**config.mk**
```make
export PLATFORM = sky130hd
export DESIGN_NAME = cfu_initiator_flat
export DESIGN_NICKNAME = d
export VERILOG_FILES = /design/src/rtl/cfu_initiator_if.sv /design/src/rtl/cfu_initiator.sv /design/src/flat_wrapper.sv
export SDC_FILE = /design/constraint.sdc
export NUM_CORES = 1
export LEC_CHECK = 0
export BUFFER_PORTS_ARGS = -buffer_cell sky130_fd_sc_hd__buf_4
export CAP_MARGIN = 20
export CORE_MARGIN = 2
export CORE_UTILIZATION = 61
export CTS_CLUSTER_DIAMETER = 100
export CTS_CLUSTER_SIZE = 40
export DETAILED_ROUTE_END_ITERATION = 12
export GPL_ROUTABILITY_DRIVEN = 0
export PLACE_DENSITY = 0.87
export SYNTH_ARGS = -nofsm -noshare
export SYNTH_HDL_FRONTEND = slang
export SYNTH_SLANG_ARGS = --single-unit
```
**constraint.sdc**
```tcl
create_clock -name clk -period 10.9 [get_ports clk]
set_input_delay 1.635 -clock clk [delete_from_list [all_inputs] [get_ports clk]]
set_output_delay 1.635 -clock clk [all_outputs]
set_load 0.02 [all_outputs]
```
**src/rtl/cfu_initiator_if.sv**
```systemverilog
// rtl/cfu_initiator_if.sv - CFU command/response handshake bundle
interface cfu_initiator_if;
  logic        cmd_valid;
  logic        cmd_ready;
  logic [9:0]  cmd_payload_function_id;
  logic [31:0] cmd_payload_inputs_0;
  logic [31:0] cmd_payload_inputs_1;
  logic        rsp_valid;
  logic        rsp_ready;
  logic [31:0] rsp_payload_outputs_0;

  modport master (
    output cmd_valid, cmd_payload_function_id, cmd_payload_inputs_0,
           cmd_payload_inputs_1, rsp_ready,
    input  cmd_ready, rsp_valid, rsp_payload_outputs_0
  );

  modport slave (
    input  cmd_valid, cmd_payload_function_id, cmd_payload_inputs_0,
           cmd_payload_inputs_1, rsp_ready,
    output cmd_ready, rsp_valid, rsp_payload_outputs_0
  );
endinterface

```
**src/rtl/cfu_initiator.sv**
```systemverilog
// rtl/cfu_initiator.sv - CFU write-then-readback pattern tester
// Writes seed+i to a run of word addresses, reads them back, counts mismatches.
module cfu_initiator #(
  parameter int unsigned TIMEOUT_CYCLES = 255,
  parameter logic [9:0]  FUNC_WRITE     = 10'd1,
  parameter logic [9:0]  FUNC_READ      = 10'd0
) (
  input  logic                   clk,
  input  logic                   reset_n,
  input  logic                   start,
  input  logic [13:0]            base_addr,
  input  logic [14:0]            count,
  input  logic [31:0]            seed,
  cfu_initiator_if.master        cfu,
  output logic                   busy,
  output logic                   done,
  output logic [15:0]            err_count,
  output logic                   timeout_err,
  output logic [14:0]            first_fail_idx
);

  typedef enum logic [2:0] {IDLE, WR_CMD, WR_RSP, RD_CMD, RD_RSP, FINISH} state_t;

  localparam logic [15:0] TMO_LIM = 16'(TIMEOUT_CYCLES);
  localparam logic [14:0] NO_FAIL = 15'h7FFF;

  state_t      state_q, state_d;
  logic [13:0] base_q, base_d;
  logic [14:0] cnt_q, cnt_d;
  logic [31:0] seed_q, seed_d;
  logic [14:0] idx_q, idx_d;
  logic [15:0] tmo_q, tmo_d;
  logic        busy_q, busy_d;
  logic        done_q, done_d;
  logic [15:0] err_q, err_d;
  logic        tmo_err_q, tmo_err_d;
  logic [14:0] ffi_q, ffi_d;
  logic        cmd_valid_q, cmd_valid_d;
  logic [9:0]  fid_q, fid_d;
  logic [31:0] in0_q, in0_d;
  logic [31:0] in1_q, in1_d;
  logic        rsp_ready_q, rsp_ready_d;

  logic [14:0] idx_inc;
  logic [31:0] cur_pat;
  logic [31:0] nxt_pat;
  logic [13:0] nxt_addr;
  logic        cmd_fire;
  logic        rsp_fire;

  always_comb begin
    state_d   = state_q;
    base_d    = base_q;
    cnt_d     = cnt_q;
    seed_d    = seed_q;
    idx_d     = idx_q;
    tmo_d     = tmo_q;
    err_d     = err_q;
    tmo_err_d = tmo_err_q;
    ffi_d     = ffi_q;
    idx_inc   = idx_q + 15'd1;
    cur_pat   = seed_q + {17'd0, idx_q};
    cmd_fire  = cmd_valid_q & cfu.cmd_ready;
    rsp_fire  = rsp_ready_q & cfu.rsp_valid;

    unique case (state_q)
      IDLE: begin
        // busy_q still high here means the done cycle; a start then is ignored
        if (start && !busy_q) begin
          base_d    = base_addr;
          cnt_d     = count;
          seed_d    = seed;
          idx_d     = 15'd0;
          err_d     = 16'd0;
          tmo_err_d = 1'b0;
          ffi_d     = NO_FAIL;
          state_d   = (count == 15'd0) ? FINISH : WR_CMD;
        end
      end
      WR_CMD: begin
        if (cmd_fire) begin
          tmo_d   = 16'd0;
          state_d = WR_RSP;
        end
      end
      WR_RSP: begin
        if (rsp_fire) begin
          if (idx_inc == cnt_q) begin
            idx_d   = 15'd0;
            state_d = RD_CMD;
          end else begin
            idx_d   = idx_inc;
            state_d = WR_CMD;
          end
        end else if (tmo_q + 16'd1 == TMO_LIM) begin
          tmo_err_d = 1'b1;
          state_d   = FINISH;
        end else begin
          tmo_d = tmo_q + 16'd1;
        end
      end
      RD_CMD: begin
        if (cmd_fire) begin
          tmo_d   = 16'd0;
          state_d = RD_RSP;
        end
      end
      RD_RSP: begin
        if (rsp_fire) begin
          if (cfu.rsp_payload_outputs_0 != {cur_pat[15:0], cur_pat[15:0]}) begin
            if (err_q != 16'hFFFF) err_d = err_q + 16'd1;
            if (ffi_q == NO_FAIL) ffi_d = idx_q;
          end
          idx_d   = idx_inc;
          state_d = (idx_inc == cnt_q) ? FINISH : RD_CMD;
        end else if (tmo_q + 16'd1 == TMO_LIM) begin
          tmo_err_d = 1'b1;
          state_d   = FINISH;
        end else begin
          tmo_d = tmo_q + 16'd1;
        end
      end
      FINISH:  state_d = IDLE;
      default: state_d = IDLE;
    endcase

    // Outputs are registered from the next-state view so they line up with state_q
    nxt_addr    = base_d + idx_d[13:0];
    nxt_pat     = seed_d + {17'd0, idx_d};
    cmd_valid_d = (state_d == WR_CMD) || (state_d == RD_CMD);
    rsp_ready_d = (state_d == WR_RSP) || (state_d == RD_RSP);
    fid_d       = 10'd0;
    in0_d       = 32'd0;
    in1_d       = 32'd0;
    if (state_d == WR_CMD) begin
      fid_d = FUNC_WRITE;
      in0_d = {18'd0, nxt_addr};
      in1_d = nxt_pat;
    end else if (state_d == RD_CMD) begin
      fid_d = FUNC_READ;
      in0_d = {18'd0, nxt_addr};
      in1_d = {18'd0, nxt_addr};
    end
    done_d = (state_q == FINISH);
    busy_d = (state_d != IDLE) || (state_q == FINISH);
  end

  always_ff @(posedge clk or negedge reset_n) begin
    if (!reset_n) begin
      state_q     <= IDLE;
      base_q      <= 14'd0;
      cnt_q       <= 15'd0;
      seed_q      <= 32'd0;
      idx_q       <= 15'd0;
      tmo_q       <= 16'd0;
      busy_q      <= 1'b0;
      done_q      <= 1'b0;
      err_q       <= 16'd0;
      tmo_err_q   <= 1'b0;
      ffi_q       <= NO_FAIL;
      cmd_valid_q <= 1'b0;
      fid_q       <= 10'd0;
      in0_q       <= 32'd0;
      in1_q       <= 32'd0;
      rsp_ready_q <= 1'b0;
    end else begin
      state_q     <= state_d;
      base_q      <= base_d;
      cnt_q       <= cnt_d;
      seed_q      <= seed_d;
      idx_q       <= idx_d;
      tmo_q       <= tmo_d;
      busy_q      <= busy_d;
      done_q      <= done_d;
      err_q       <= err_d;
      tmo_err_q   <= tmo_err_d;
      ffi_q       <= ffi_d;
      cmd_valid_q <= cmd_valid_d;
      fid_q       <= fid_d;
      in0_q       <= in0_d;
      in1_q       <= in1_d;
      rsp_ready_q <= rsp_ready_d;
    end
  end

  assign cfu.cmd_valid               = cmd_valid_q;
  assign cfu.cmd_payload_function_id = fid_q;
  assign cfu.cmd_payload_inputs_0    = in0_q;
  assign cfu.cmd_payload_inputs_1    = in1_q;
  assign cfu.rsp_ready               = rsp_ready_q;
  assign busy                        = busy_q;
  assign done                        = done_q;
  assign err_count                   = err_q;
  assign timeout_err                 = tmo_err_q;
  assign first_fail_idx              = ffi_q;

endmodule

```
**src/flat_wrapper.sv**
```systemverilog
// flat-port wrapper written by rule: the top's interface ports become plain ports
module cfu_initiator_flat 
#(
  parameter int unsigned TIMEOUT_CYCLES = 255,
  parameter logic [9:0]  FUNC_WRITE     = 10'd1,
  parameter logic [9:0]  FUNC_READ      = 10'd0
)
  (clk, reset_n, start, base_addr, count, seed, busy, done, err_count, timeout_err, first_fail_idx, cfu_cmd_valid, cfu_cmd_payload_function_id, cfu_cmd_payload_inputs_0, cfu_cmd_payload_inputs_1, cfu_rsp_ready, cfu_cmd_ready, cfu_rsp_valid, cfu_rsp_payload_outputs_0);
  cfu_initiator_if cfu_i ();
  input  logic clk;
  input  logic reset_n;
  input  logic start;
  input  logic [13:0] base_addr;
  input  logic [14:0] count;
  input  logic [31:0] seed;
  output logic busy;
  output logic done;
  output logic [15:0] err_count;
  output logic timeout_err;
  output logic [14:0] first_fail_idx;
  output wire logic [$bits(cfu_i.cmd_valid)-1:0] cfu_cmd_valid;
  output wire logic [$bits(cfu_i.cmd_payload_function_id)-1:0] cfu_cmd_payload_function_id;
  output wire logic [$bits(cfu_i.cmd_payload_inputs_0)-1:0] cfu_cmd_payload_inputs_0;
  output wire logic [$bits(cfu_i.cmd_payload_inputs_1)-1:0] cfu_cmd_payload_inputs_1;
  output wire logic [$bits(cfu_i.rsp_ready)-1:0] cfu_rsp_ready;
  input wire logic [$bits(cfu_i.cmd_ready)-1:0] cfu_cmd_ready;
  input wire logic [$bits(cfu_i.rsp_valid)-1:0] cfu_rsp_valid;
  input wire logic [$bits(cfu_i.rsp_payload_outputs_0)-1:0] cfu_rsp_payload_outputs_0;
  assign cfu_cmd_valid = cfu_i.cmd_valid;
  assign cfu_cmd_payload_function_id = cfu_i.cmd_payload_function_id;
  assign cfu_cmd_payload_inputs_0 = cfu_i.cmd_payload_inputs_0;
  assign cfu_cmd_payload_inputs_1 = cfu_i.cmd_payload_inputs_1;
  assign cfu_rsp_ready = cfu_i.rsp_ready;
  assign cfu_i.cmd_ready = cfu_cmd_ready;
  assign cfu_i.rsp_valid = cfu_rsp_valid;
  assign cfu_i.rsp_payload_outputs_0 = cfu_rsp_payload_outputs_0;
  cfu_initiator #(.TIMEOUT_CYCLES(TIMEOUT_CYCLES), .FUNC_WRITE(FUNC_WRITE), .FUNC_READ(FUNC_READ)) u_core (.clk(clk), .reset_n(reset_n), .start(start), .base_addr(base_addr), .count(count), .seed(seed), .cfu(cfu_i), .busy(busy), .done(done), .err_count(err_count), .timeout_err(timeout_err), .first_fail_idx(first_fail_idx));
endmodule
```
Word level (Yosys, flattened, before mapping)
Index checks and enable logic that the tools add are counted.
Widths: inputs -> output; s select.
- output and inout bits: 110
- bits in registers: 196
- input port bits: 98
- reductions and logical operators: 18
- mux-type cells: 41
- equal/unequal tests: 23
- bitwise gates (word level): 2
- add/subtract/negate cells: 6
- operator list (cell ; number):
    $mux 32 ; 4
    $mux 15 ; 8
    $mux 16 ; 7
    $pmux 16 s2 ; 2
    $pmux 15 s3 ; 1
    $mux 14 ; 3
    $add 16x1->16 const B ; 2
    $add 32x15->32 ; 1
    $ne 32x32->1 ; 1
    $pmux 15 s2 ; 1
    $mux 3 ; 8
    $add 16x15->16 ; 1
    $eq 16x8->1 const B ; 1
    $ne 16x16->1 const B ; 1
    $add 15x1->15 const B ; 1
    $eq 15x15->1 ; 1
    $eq 15x15->1 const B ; 1
    $logic_not 15->1 ; 1
    $pmux 3 s5 ; 1
    $add 14x14->14 ; 1
    $ne 2x1->1 const B ; 7
    $eq 3x2->1 const B ; 4
    $reduce_and 5->1 ; 2
    $eq 3x3->1 const B ; 3
    15 further kinds ; 27

Logic depth before layout (Yosys ltp)
Gate-level depths: netlist of run 1.
- word-level depth: 8
- depth in mapped cells: 24
- mapped depth without buffers: 22

Least setup slack after synthesis of run 1
OpenSTA, ideal clock, no wires.
- path kind: input -> register
- from: in start
- to: reg u_core.in1_q[22] (netlist: u_core.cfu.cmd_payload_inputs_1[22])
- data arrival time: 6.354 ns
- path slack: 4.460 ns
- stages: 22
- data required time: 10.814 ns
- setup time: 0.086 ns
- cells stage by stage: nor3b_1 and2_1 clkbuf_1 clkbuf_1 clkbuf_1 clkbuf_1 buf_1 clkbuf_1 nand2_1 nand2_1 ha_1 a21o_1 a21o_1 a21o_1 a21oi_1 o21bai_1 a21oi_1 nor3b_1 o31ai_4 nor2b_1 and3_1 nor3_1
- longest elaborated chain between the ends: 5
- ends and longest elaborated chain (what ; line ; text):
    start: declaration ; flat_wrapper.sv:12 ; input logic start;
    $logic_and 1x1->1 ; cfu_initiator.sv:69 ; if (start && !busy_q) begin
    $mux 32 ; cfu_initiator.sv:69 ;
    $mux 32 ; cfu_initiator.sv:66 ; unique case (state_q)
    net u_core.seed_d[7] ; cfu_initiator.sv:30 ; logic [31:0] seed_q, seed_d;
    $add 32x15->32 ; cfu_initiator.sv:129 ; nxt_pat = seed_d + {17'd0, idx_d};
    $mux 32 ; cfu_initiator.sv:135 ; if (state_d == WR_CMD) begin
    net u_core.in1_d[22] ; cfu_initiator.sv:41 ; logic [31:0] in1_q, in1_d;
    end signal: assignment ; cfu_initiator.sv:181 ; in1_q <= in1_d;
    end: declaration ; cfu_initiator.sv:41 ;
The timed path passes the listed nets, and every way through them passes these cells.
A chain may end at the register's enable or synchronous reset.

Worst setup path after layout of run 1
- from: reg u_core.idx_q[0]
- to: reg u_core.in1_q[25] (netlist: u_core.cfu.cmd_payload_inputs_1[25])
- longest elaborated chain between the ends: 7
- ends and longest elaborated chain (what ; line ; text):
    start: declaration ; cfu_initiator.sv:31 ; logic [14:0] idx_q, idx_d;
    start signal: assignment ; cfu_initiator.sv:171 ; idx_q <= idx_d;
    $add 15x1->15 (*) ; cfu_initiator.sv:61 ; idx_inc = idx_q + 15'd1;
    $eq 15x15->1 ; cfu_initiator.sv:88 ; if (idx_inc == cnt_q) begin
    $mux 15 ; cfu_initiator.sv:88 ;
    $mux 15 ; cfu_initiator.sv:87 ; if (rsp_fire) begin
    $pmux 15 s3 (*) ; cfu_initiator.sv:66 ;
    net u_core.idx_d[1] ; cfu_initiator.sv:31 ;
    $add 32x15->32 (*) ; cfu_initiator.sv:129 ;
    $mux 32 (*) ; cfu_initiator.sv:135 ;
    net u_core.in1_d[25] ; cfu_initiator.sv:41 ;
Mark *: on every way through the listed nets, which the timed path passes. The rest lies on a longest branch.

==> run metrics, run 1 <==
status complete, no violations; Setup crit end kind flip-flop; total die area 19220 µm²; slew margin rel. 0.3151; final core occ 0.7300; cts bufs inserted 17; cts repair resizes 0; Sink Count 178; diodes inserted 0; sequential area share after synthesis 0.4045; largest net degree at the start of global routing 69; post-synth top area share 0.3689; Die X 138.6 µm; gr usage total 0.3141; max incr delay on CP 0.91 ns; hold path endpoint u_core.base_q[13]; ranking of synthesized cells by area dfrtp_1 (37%), nand2_1 (7.6%), xnor2_1 (4.5%); Setup Crit Path Kind flip-flop to flip-flop; Synth Area in Simple Gates 0.2389; Residual DRC 0; final critical-path share of the clock period 0.5863; Yosys reg bits 178; leading area contributor after synthesis dfrtp_1; Placed Cells 1621; Slew Viols, Final 0; Ys Warns 0; gr ovfl total 0; final WL 30460 µm; Leak Pwr 6.295 nW; clk_skew 0.01166 ns; critical path, cell by cell ha_1, nand3_1, nor4_4, xnor2_1, nor4b_4, nand4_2, nand2_1, o21a_1, inv_1, ha_1, a21oi_1, and2_1, nor2b_1, a221oi_2, maj3_1, o211ai_1, a311oi_1, o31ai_2, nand4_1, xor2_1, nor2_1; initial core utilization 0.6177; drt wl/cell 18.40 µm; Place WS 4.483 ns; unrepaired setup endpoints after global routing no; Design Area, Final 13070 µm²; CP most frequent cell ha_1; Synth cell types 87; pwr dens 223.5 nW/µm²; I/O pin count 208; area delta synth->final 18.18%; FF-to-FF End u_core.cfu.cmd_payload_inputs_1[25]; FILL cells 1294; startpoint types flip-flop; CP Buf/Inv Count 1; setup ws final 4.510 ns; Non-Filler Instances 1655; Longest Clk Path Bufs 2; vias in the first global route 9796; CTS tree yes; clk root buf clkbuf_16; WHS Path Cells 2; critical path's top delay family simple AND/OR/NAND/NOR gates; crit path time final 6.390 ns; reg2reg setup slack 4.51 ns; Final Hold Viols 0; final setup vio count 0; startpoint of the worst register-to-register path u_core.idx_q[0]; antenna violations before repair 0; Crit-path slowest cell o31ai_2; CP required 11.20 ns; Avg Cell Area, Syn 8.811 µm²; Initial DRT Pass Iterations 6; global-route wire length before repair 48850 µm; worst-path fanout max 12; Synth async-reset ratio 1.000; die extent in y 138.6 µm; Nets 1553; drt via density 6.193; hold-fix buffers at CTS 0; most frequent cells in the layout nand2_1 (223), buf_4 (187), dfrtp_1 (163); placed inst area 12430 µm²; Max Cap Viol 0; number of synthesized flops with an enable pin 0; Synth Area in Adders 0.05341; Synth Instances 1255; CORE AREA 17900 µm²; Port Buffers 180; total power 2.920 mW; Peak VDD IR 0.0001646 V; vias 10.25k; XOR/XNOR Fraction of Synth Area 0.06653; Worst Path Arrival 6.69 ns; Worst-path clk slew 0.07 ns; placed wire-length estimate 21350 µm; num rows 49; setup TNS 0 ns; Routed Antenna Nets 0; post-synthesis compound-gate area fraction 0.1621; Skew-Pair Late Insertion Delay 0.45 ns; DRT iter0 DRCs 952; share of cells above drive strength 1 0.1942; htree depth 4; largest family of logic cells by synthesized area simple AND/OR/NAND/NOR gates; Hold Worst Slack 0.4926 ns; f_max 0.1565 GHz; Worst-Margin Slew 1.021 ns; post-synthesis cell area 11060 µm²; Post-CTS Setup Bufs 0; R2R depth 21; hold path start u_core.base_q[13]; post-synthesis mux area share 0.01991; commonest non-fill, non-tap cell in the layout nand2_1; worst hold path class flip-flop to flip-flop; most common flop cell mapped by yosys dfrtp_1
[worst max-delay path by stage]
| stage | startpoint | depth (start not counted) | slack, ns | end |
|---|---|---|---|---|
| after global placement | start | 18 | 4.69 | u_core.cfu.cmd_payload_inputs_1[27] |
| final | u_core.idx_q[0] | 21 | 4.51 | u_core.cfu.cmd_payload_inputs_1[25] |
| after global routing | u_core.idx_q[0] | 21 | 4.12 | u_core.cfu.cmd_payload_inputs_1[25] |
| after CTS | u_core.idx_q[0] | 21 | 4.70 | u_core.cfu.cmd_payload_inputs_1[25] |
| after floorplan | start | 22 | 4.46 | u_core.cfu.cmd_payload_inputs_1[22] |
| after detailed placement | start | 18 | 4.48 | u_core.cfu.cmd_payload_inputs_1[27] |
[worst min-delay path: stages, from the launching register on]
cell and delay [ns]:
dfrtp_1 0.32, nand2_1 0.04, nand2_1 0.09
[cell type report]
cell class / count / area, µm² / area share
inverters: 48 / 180.2 / 0.01379
multi-input cells: 979 / 6087 / 0.4658
well taps: 229 / 286.5 / 0.02192
clock inverters: 15 / 196.4 / 0.01503
flip-flops and latches: 178 / 4473 / 0.3423
clock buffers: 17 / 425.4 / 0.03255
repair buffers: 189 / 1420 / 0.1087
[power breakdown]
| group | leakage [nW] | total (mW) | switching (mW) | internal, mW |
|---|---|---|---|---|
| logic | 3.69 | 1.29 | 0.819 | 0.473 |
| registers | 2.30 | 0.987 | 0.126 | 0.861 |
| clock network | 0.304 | 0.642 | 0.292 | 0.350 |
| total | 6.30 | 2.92 | 1.24 | 1.68 |
[synthesized netlist by cell type, types with 9 or more instances]
master      n
a31oi_1    12
xor2_1     27
and3_1     20
nor3_1     32
o21ai_0    58
nor2_1     84
a21oi_1    60
nor4_1     12
o22a_1     17
inv_1      44
a211oi_1    9
or3_1      19
a21o_1     18
dfrtp_1   163
nand2b_1   11
nand2_1   224
nor2b_1    13
buf_4      30
clkbuf_1   30
o31ai_1    17
dfstp_2    15
buf_2      12
nand4_1    22
xnor2_1    57
and2_1     12
nand3_1    41
mux2i_1    22
o22ai_1     9
ha_1       39
[metal layers]
layer / GRT usage / share of wire / wire, µm / vias up
met3: 0.07113 / 0.092 / 2796 / 139
met1: 0.4140 / 0.40 / 12270 / 4822
met2: 0.5003 / 0.46 / 14080 / 609
met4: 0.1419 / 0.043 / 1316 / 0
met5: 0 / 0 / 0 / -
li1: - / - / - / 4680
[cells by family after synthesis]
group	after synthesis
other cells	1
mux	22
flops	178
buf+inv	124
simple gates	538
compound gates	262
xor+xnor	84
fa+ha+maj	46
[sequential cells by signal, indices dropped and copies added (netlist names), 3 cells and up]
name,cells
u_core.base_q,14
u_core.cfu.cmd_payload_inputs_0,14
u_core.cfu.cmd_payload_inputs_1,32
u_core.cnt_q,15
u_core.err_count,16
u_core.first_fail_idx,15
u_core.idx_q,15
u_core.seed_q,32
u_core.state_q,3
u_core.tmo_q,16
Note: power is estimated with default switching activity, not from simulation.
==> run 2, diff against run 1 <==
- ABC_AREA: not set -> 1
- CORE_UTILIZATION: 61 -> 58
- PLACE_DENSITY: 0.87 -> 0.82
- clock period: 10.9 -> 6.65 ns (I/O delays scaled with it)
==> run metrics, run 2 <==
status complete, no violations (unchanged); Routed Antenna Nets 0 (unchanged); slew margin rel. 0.2833 (was 0.3151); vias 11.91k (was 10.25k); grt met2 use 0.5095 (was 0.5003); Skew-Pair Late Insertion Delay 0.43 ns (was 0.45 ns); Leak Pwr 7.212 nW (was 6.295 nW); Slew Viols, Final 0 (unchanged); worst hold path class flip-flop to flip-flop (unchanged); hold path start u_core.first_fail_idx[11] (was u_core.base_q[13]); Final Hold Viols 0 (unchanged); antenna violations before repair 0 (unchanged); most common flop cell mapped by yosys dfrtp_1 (unchanged); clk_skew 0.009931 ns (was 0.01166 ns); Longest Clk Path Bufs 2 (unchanged); reg2reg setup slack 1.80 ns (was 4.51 ns); Setup crit end kind flip-flop (unchanged); FILL cells 1663 (was 1294); number of synthesized flops with an enable pin 0 (unchanged); Placed Cells 2075 (was 1621); Worst-Margin Slew 1.072 ns (was 1.021 ns); Port Buffers 180 (unchanged); Residual DRC 0 (unchanged); total die area 22060 µm² (was 19220 µm²); hold-fix buffers at CTS 0 (unchanged); Synth cell types 59 (was 87); Crit-path slowest cell nor4_1 (was o31ai_2); largest net degree at the start of global routing 111 (was 69); gr usage total 0.3188 (was 0.3141); setup TNS 0 ns (unchanged); final critical-path share of the clock period 0.7290 (was 0.5863); CP most frequent cell nand2_1 (was ha_1); Setup Crit Path Kind flip-flop to flip-flop (unchanged); share of cells above drive strength 1 0.1856 (was 0.1942); sequential area share after synthesis 0.3692 (was 0.4045); ranking of synthesized cells by area dfrtp_1 (34%), nand2_1 (15%), inv_1 (5.2%) (was dfrtp_1 (37%), nand2_1 (7.6%), xnor2_1 (4.5%)); Worst-path clk slew 0.07 ns (about the same); CTS tree yes (unchanged); f_max 0.2063 GHz (was 0.1565 GHz); area delta synth->final 17.01% (was 18.18%); post-synth top area share 0.3366 (was 0.3689); drt wl/cell 16.74 µm (was 18.40 µm); R2R depth 24 (was 21); worst-path fanout max 7 (was 12); initial core utilization 0.5950 (was 0.6177); global-route wire length before repair 55760 µm (was 48850 µm); hold path endpoint u_core.first_fail_idx[11] (was u_core.base_q[13]); Sink Count 178 (unchanged); drt via density 5.648 (was 6.193); htree depth 4 (unchanged); pwr dens 526.5 nW/µm² (was 223.5 nW/µm²); I/O pin count 208 (unchanged); Yosys reg bits 178 (unchanged); placed wire-length estimate 27080 µm (was 21350 µm); CORE AREA 20360 µm² (was 17900 µm²); max incr delay on CP 0.62 ns (was 0.91 ns); grt met1 use 0.4211 (was 0.4140); unrepaired setup endpoints after global routing no (unchanged); DRT iter0 DRCs 1069 (was 952); gr busiest metal met2 (unchanged); Max Cap Viol 0 (unchanged); gr ovfl total 0 (unchanged); commonest non-fill, non-tap cell in the layout nand2_1 (unchanged); Initial DRT Pass Iterations 8 (was 6); Ys Warns 0 (unchanged); Worst Path Arrival 5.17 ns (was 6.69 ns); final setup vio count 0 (unchanged); most instantiated library cell after synthesis nand2_1 (unchanged); startpoint of the worst register-to-register path u_core.idx_q[1] (was u_core.idx_q[0]); list of most frequent post-synthesis cells nand2_1 (471), inv_1 (169), dfrtp_1 (163) (was nand2_1 (224), dfrtp_1 (163), nor2_1 (84)); Peak VDD IR 0.0003007 V (was 0.0001646 V); WHS Path Cells 2 (unchanged); Synth Instances 1656 (was 1255); cts repair resizes 0 (unchanged); cts bufs inserted 17 (unchanged); num rows 52 (was 49); Avg Cell Area, Syn 7.317 µm² (was 8.811 µm²); Synth async-reset ratio 1.000 (unchanged); clk root buf clkbuf_16 (unchanged); Non-Filler Instances 2108 (was 1655); startpoint types flip-flop (unchanged); met3 usage 0.07025 (was 0.07113); leading area contributor after synthesis dfrtp_1 (unchanged); die extent in y 148.5 µm (was 138.6 µm); most frequent cells in the layout nand2_1 (471), buf_4 (186), inv_1 (169) (was nand2_1 (223), buf_4 (187), dfrtp_1 (163)); CP required 6.97 ns (was 11.20 ns); crit path time final 4.848 ns (was 6.390 ns); FF-to-FF End u_core.cfu.cmd_payload_inputs_1[30] (was u_core.cfu.cmd_payload_inputs_1[25]); vias in the first global route 11.08k (was 9796); Nets 1964 (was 1553); critical path, cell by cell ha_1, nand2_2, nor2_4, nand2_1, clkinv_1, nand4_1, nand2_1, nand2_1, nand2_1, nand3_1, nor2_2, nand3_4, nand2_1, inv_2, o2111ai_1, o21ai_0, ha_1, nand2_1, nor4_1, nand3_2, nand2_2, nand3_1, nand2_1, nor2_1 (was ha_1, nand3_1, nor4_4, xnor2_1, nor4b_4, nand4_2, nand2_1, o21a_1, inv_1, ha_1, a21oi_1, and2_1, nor2b_1, a221oi_2, maj3_1, o211ai_1, a311oi_1, o31ai_2, nand4_1, xor2_1, nor2_1); post-synthesis cell area 12120 µm² (was 11060 µm²); Die X 148.5 µm (was 138.6 µm); final WL 35290 µm (was 30460 µm); Post-CTS Setup Bufs 0 (unchanged)
run 2: cell types whose count changed after synthesis, sizes merged, moves of 28 or more:
cell / before / now
nand3: 41 / 117
nand2: 224 / 496
inv: 47 / 184
nand4: 26 / 65
xnor2: 57 / 29
nor2: 85 / 160
run 2: logic make-up after synthesis:
group,Yosys count,synth area share
xor gates and xnor gates,81,0.05969
and+or+nand+nor,928,0.3554
other,1,0.0003095
AOI/OAI and AO/OA,172,0.07951
buffers and inverters,254,0.09066
DFF,178,0.3692
adders and majority gates,42,0.04523
run 2: layout make-up:
cell class | count | area (µm²) | area share
inverter | 190 | 721.9 | 0.05092
antenna | 1 | 2.502 | 0.0001765
clock buffer | 19 | 432.9 | 0.03054
multi-input combinational | 1250 | 6650 | 0.4691
sequential | 178 | 4473 | 0.3155
clock inverter | 13 | 151.4 | 0.01068
timing repair buffer | 187 | 1408 | 0.09929
tap | 270 | 337.8 | 0.02383
run 2: layer usage:
layer,part of all wire,routed length [µm]
met5,0,0
met4,0.041,1451
met3,0.10,3573
met2,0.46,16240
met1,0.40,14030
run 2: worst max path at each step:
| stage | start | endpoint | slack (ns) | cells after the start |
|---|---|---|---|---|
| final | u_core.idx_q[1] | u_core.cfu.cmd_payload_inputs_1[30] | 1.80 | 24 |
| after global routing | u_core.state_q[1] | u_core.cfu.cmd_payload_inputs_1[7] | 1.59 | 24 |
| after CTS | u_core.state_q[0] | u_core.cfu.cmd_payload_inputs_1[17] | 1.96 | 25 |
| after detailed placement | cfu_rsp_valid | u_core.cfu.cmd_payload_inputs_1[30] | 1.73 | 14 |
| after global placement | cfu_rsp_valid | u_core.cfu.cmd_payload_inputs_1[24] | 1.91 | 20 |
| after floorplan | start | u_core.cfu.cmd_payload_inputs_1[22] | 2.84 | 23 |
run 2: critical path: cells and delay by family, from the launching register on:
family          cells  cell delay, ns
compound gates      2            0.41
fa+ha+maj           2            0.76
buf+inv             2            0.18
flops               1            0.58
simple gates       18            2.79
run 2: power breakdown:
group / total [mW] / internal, mW / switching, mW
combinational: 4.64 / 1.49 / 3.14
sequential: 1.82 / 1.55 / 0.273
clock: 1.01 / 0.561 / 0.448
total: 7.46 / 3.60 / 3.87
run 2: per-stage QoR:
step                cell area, µm²  total power, mW  hold WS [ns]  utilization  setup slack [ns]
floorplan                    12210            4.999        0.4417            -             2.836
global placement             13580            6.225        0.4601       0.6670             1.908
detailed placement           13590            6.325        0.4635       0.6674             1.729
CTS                          14170            7.377        0.4741       0.6961             1.958
global route                 14170            7.990        0.4889       0.6961             1.588
finish                       14180            7.465        0.4720       0.6962             1.802
==> run 3, diff against run 2 <==
- ABC_AREA: 1 -> 0
- CORE_UTILIZATION: 58 -> 51
- PLACE_DENSITY: 0.82 -> 0.77
- clock period: 6.65 -> 4.1 ns (I/O delays scaled with it)
==> run metrics, run 3 (synthesis results as in run 1) <==
status finished with violations (was complete, no violations); failing checks negative setup slack; Worst-path clk slew 0.08 ns (was 0.07 ns); Setup Crit Path Kind flip-flop to flip-flop (unchanged); clk root buf clkbuf_16 (unchanged); cts bufs inserted 17 (unchanged); drt wl/cell 17.50 µm (was 16.74 µm); Non-Filler Instances 1855 (was 2108); Crit-path slowest cell nor4_1 (unchanged); DRT iter0 DRCs 767 (was 1069); met3 wire length 2282 µm (was 3573 µm); Routed Antenna Nets 0 (unchanged); clk_skew 0.01022 ns (was 0.009931 ns); vias 10.64k (was 11.91k); total die area 22880 µm² (was 22060 µm²); most frequent cells in the layout buf_4 (330), nand2_1 (221), dfrtp_1 (158) (was nand2_1 (471), buf_4 (186), inv_1 (169)); worst hold path class primary input to asynchronous set/reset pin (was flip-flop to flip-flop); Port Buffers 180 (unchanged); Reg area 4479 µm² (was 4473 µm²); CP Buf/Inv Count 5 (was 2); pwr dens 550.5 nW/µm² (was 526.5 nW/µm²); Nets 1707 (was 1964); f_max 0.2120 GHz (was 0.2063 GHz); max incr delay on CP 0.46 ns (was 0.62 ns); multi-input logic area 6716 µm² (was 6650 µm²); final critical-path share of the clock period 1.150 (was 0.7290); worst setup path startpoint u_core.idx_q[1] (unchanged); critical path's top delay family simple AND/OR/NAND/NOR gates (unchanged); CORE AREA 21150 µm² (was 20360 µm²); Setup crit end kind flip-flop (unchanged); unrepaired setup endpoints after global routing yes (was no); largest net degree at the start of global routing 88 (was 111); Max Cap Viol 0 (unchanged); drt via density 5.737 (was 5.648); total power 8.250 mW (was 7.465 mW); final WL 32470 µm (was 35290 µm); antenna violations before repair 0 (unchanged); Residual DRC 0 (unchanged); Worst-Margin Slew 0.8837 ns (was 1.072 ns); share of cells above drive strength 1 0.3392 (was 0.1856); initial core utilization 0.5227 (was 0.5950); area delta synth->final 35.54% (was 17.01%); gr usage total 0.2786 (was 0.3188); Initial DRT Pass Iterations 5 (was 8); vias in the first global route 10.26k (was 11.08k); slew margin rel. 0.4108 (was 0.2833); Sink Count 178 (unchanged); I/O pin count 208 (unchanged); setup TNS -11.81 ns (was 0 ns); startpoint of the worst register-to-register path u_core.idx_q[1] (unchanged); diodes inserted 0 (was 1); Worst Path Arrival 5.04 ns (was 5.17 ns); Top Layer Used met4 (unchanged); Skew-Pair Late Insertion Delay 0.44 ns (was 0.43 ns); Final Hold Viols 0 (unchanged); Peak VDD IR 0.0003271 V (was 0.0003007 V); htree depth 4 (unchanged); Placed Cells 1801 (was 2075); Metal-1 WL 13510 µm (was 14030 µm); commonest non-fill, non-tap cell in the layout buf_4 (was nand2_1); gr ovfl total 0 (unchanged); num rows 53 (was 52); CTS tree yes (unchanged); crit path time final 4.716 ns (was 4.848 ns); critical path, cell by cell ha_4, buf_4, nand3_4, nor3_1, xnor2_1, nor4_1, nand4_2, nand2_4, o21a_4, inv_4, ha_4, a21oi_2, and2_4, nor2_1, a221oi_2, maj3_2, o211ai_1, a311oi_4, o31ai_4, buf_6, buf_6, buf_4, xnor2_2, nor2_1 (was ha_1, nand2_2, nor2_4, nand2_1, clkinv_1, nand4_1, nand2_1, nand2_1, nand2_1, nand3_1, nor2_2, nand3_4, nand2_1, inv_2, o2111ai_1, o21ai_0, ha_1, nand2_1, nor4_1, nand3_2, nand2_2, nand3_1, nand2_1, nor2_1); Longest Clk Path Bufs 2 (unchanged); Die X 151.3 µm (was 148.5 µm); setup ws final -0.6162 ns (was 1.802 ns); hold-fix buffers at CTS 0 (unchanged); worst-path fanout max 7 (unchanged); Leak Pwr 7.211 nW (was 7.212 nW); met2 wire length 15540 µm (was 16240 µm); global-route wire length before repair 50110 µm (was 55760 µm); startpoint types flip-flop (unchanged); placed wire-length estimate 23610 µm (was 27080 µm); die extent in y 151.3 µm (was 148.5 µm); final setup vio count 32 (was 0); Slew Viols, Final 0 (unchanged); CP required 4.42 ns (was 6.97 ns); FILL cells 1530 (was 1663)
==> run 3: cell count changes in the layout (fill, tap and decap cells not counted), moves of 18 or more <==
cell,before,now
nand2_1,471,221
nand2_2,21,2
o21ai_1,32,5
or3_1,0,18
xor2_1,51,27
a21oi_2,0,19
xnor2_1,29,53
nor2_1,141,80
nand3_1,100,38
mux2i_1,0,20
buf_4,186,330
nand4_1,64,22
inv_1,169,41
==> run 3: final timing paths <==
path	end	depth (start not counted)	slack [ns]
max in group asynchronous	u_core.idx_q[3]	2	2.91
worst min-delay path	u_core.err_count[9]	1	0.22
worst max-delay path	u_core.cfu.cmd_payload_inputs_1[15]	24	-0.62
worst min register to register	u_core.base_q[11]	2	0.48
worst max register to register	u_core.cfu.cmd_payload_inputs_1[15]	24	-0.62
min in group clk	u_core.cnt_q[10]	3	0.38
==> run 3: final cells by class <==
type | instances | share of cell area
tap | 275 | 0.02296
multi-input combinational | 979 | 0.4481
timing repair buffer | 343 | 0.1771
clock buffer | 17 | 0.02838
sequential | 178 | 0.2989
inverter | 48 | 0.01219
clock inverter | 15 | 0.01244
==> run 3: worst reg2reg max path, cell delays in order (launching register included) <==
cell and delay, ns:
dfrtp_2 0.40, ha_4 0.18, buf_4 0.13, nand3_4 0.11, nor3_1 0.21, xnor2_1 0.18
nor4_1 0.46, nand4_2 0.23, nand2_4 0.14, o21a_4 0.15, inv_4 0.04, ha_4 0.20
a21oi_2 0.13, and2_4 0.16, nor2_1 0.05, a221oi_2 0.35, maj3_2 0.27, o211ai_1 0.15
a311oi_4 0.41, o31ai_4 0.10, buf_6 0.14, buf_6 0.12, buf_4 0.13, xnor2_2 0.11
nor2_1 0.05
==> run 3: power by group <==
part           switching, mW  internal (mW)
registers              0.325           2.29
logic                   2.38           1.59
clock network          0.794          0.878
==> run 3: stage by stage <==
stage	util	setup WS (ns)	area [µm²]	hold WS (ns)
after floorplan	-	-0.5091	11300	0.3194
after global placement	0.6450	-0.2659	13640	0.4594
after detailed placement	0.6450	-0.3606	13640	0.4643
after CTS	0.6850	-0.2912	14490	0.2863
after global routing	0.7085	-0.8242	14990	0.3115
final	0.7085	-0.6162	14990	0.2180
==> run 3: routing by layer <==
| metal | global-route usage | up-vias |
|---|---|---|
| li1 | - | 5006 |
| met1 | 0.3686 | 5114 |
| met2 | 0.4516 | 436 |
| met3 | 0.05241 | 86 |
| met4 | 0.1126 | 0 |
| met5 | 0 | - |
==> run 3: timing repair <==
item	CTS	global route
cloned	0	1
gates resized for setup	41	77
pin swaps	21	66
buffers inserted	11	15
setup endpoints to repair	59	75
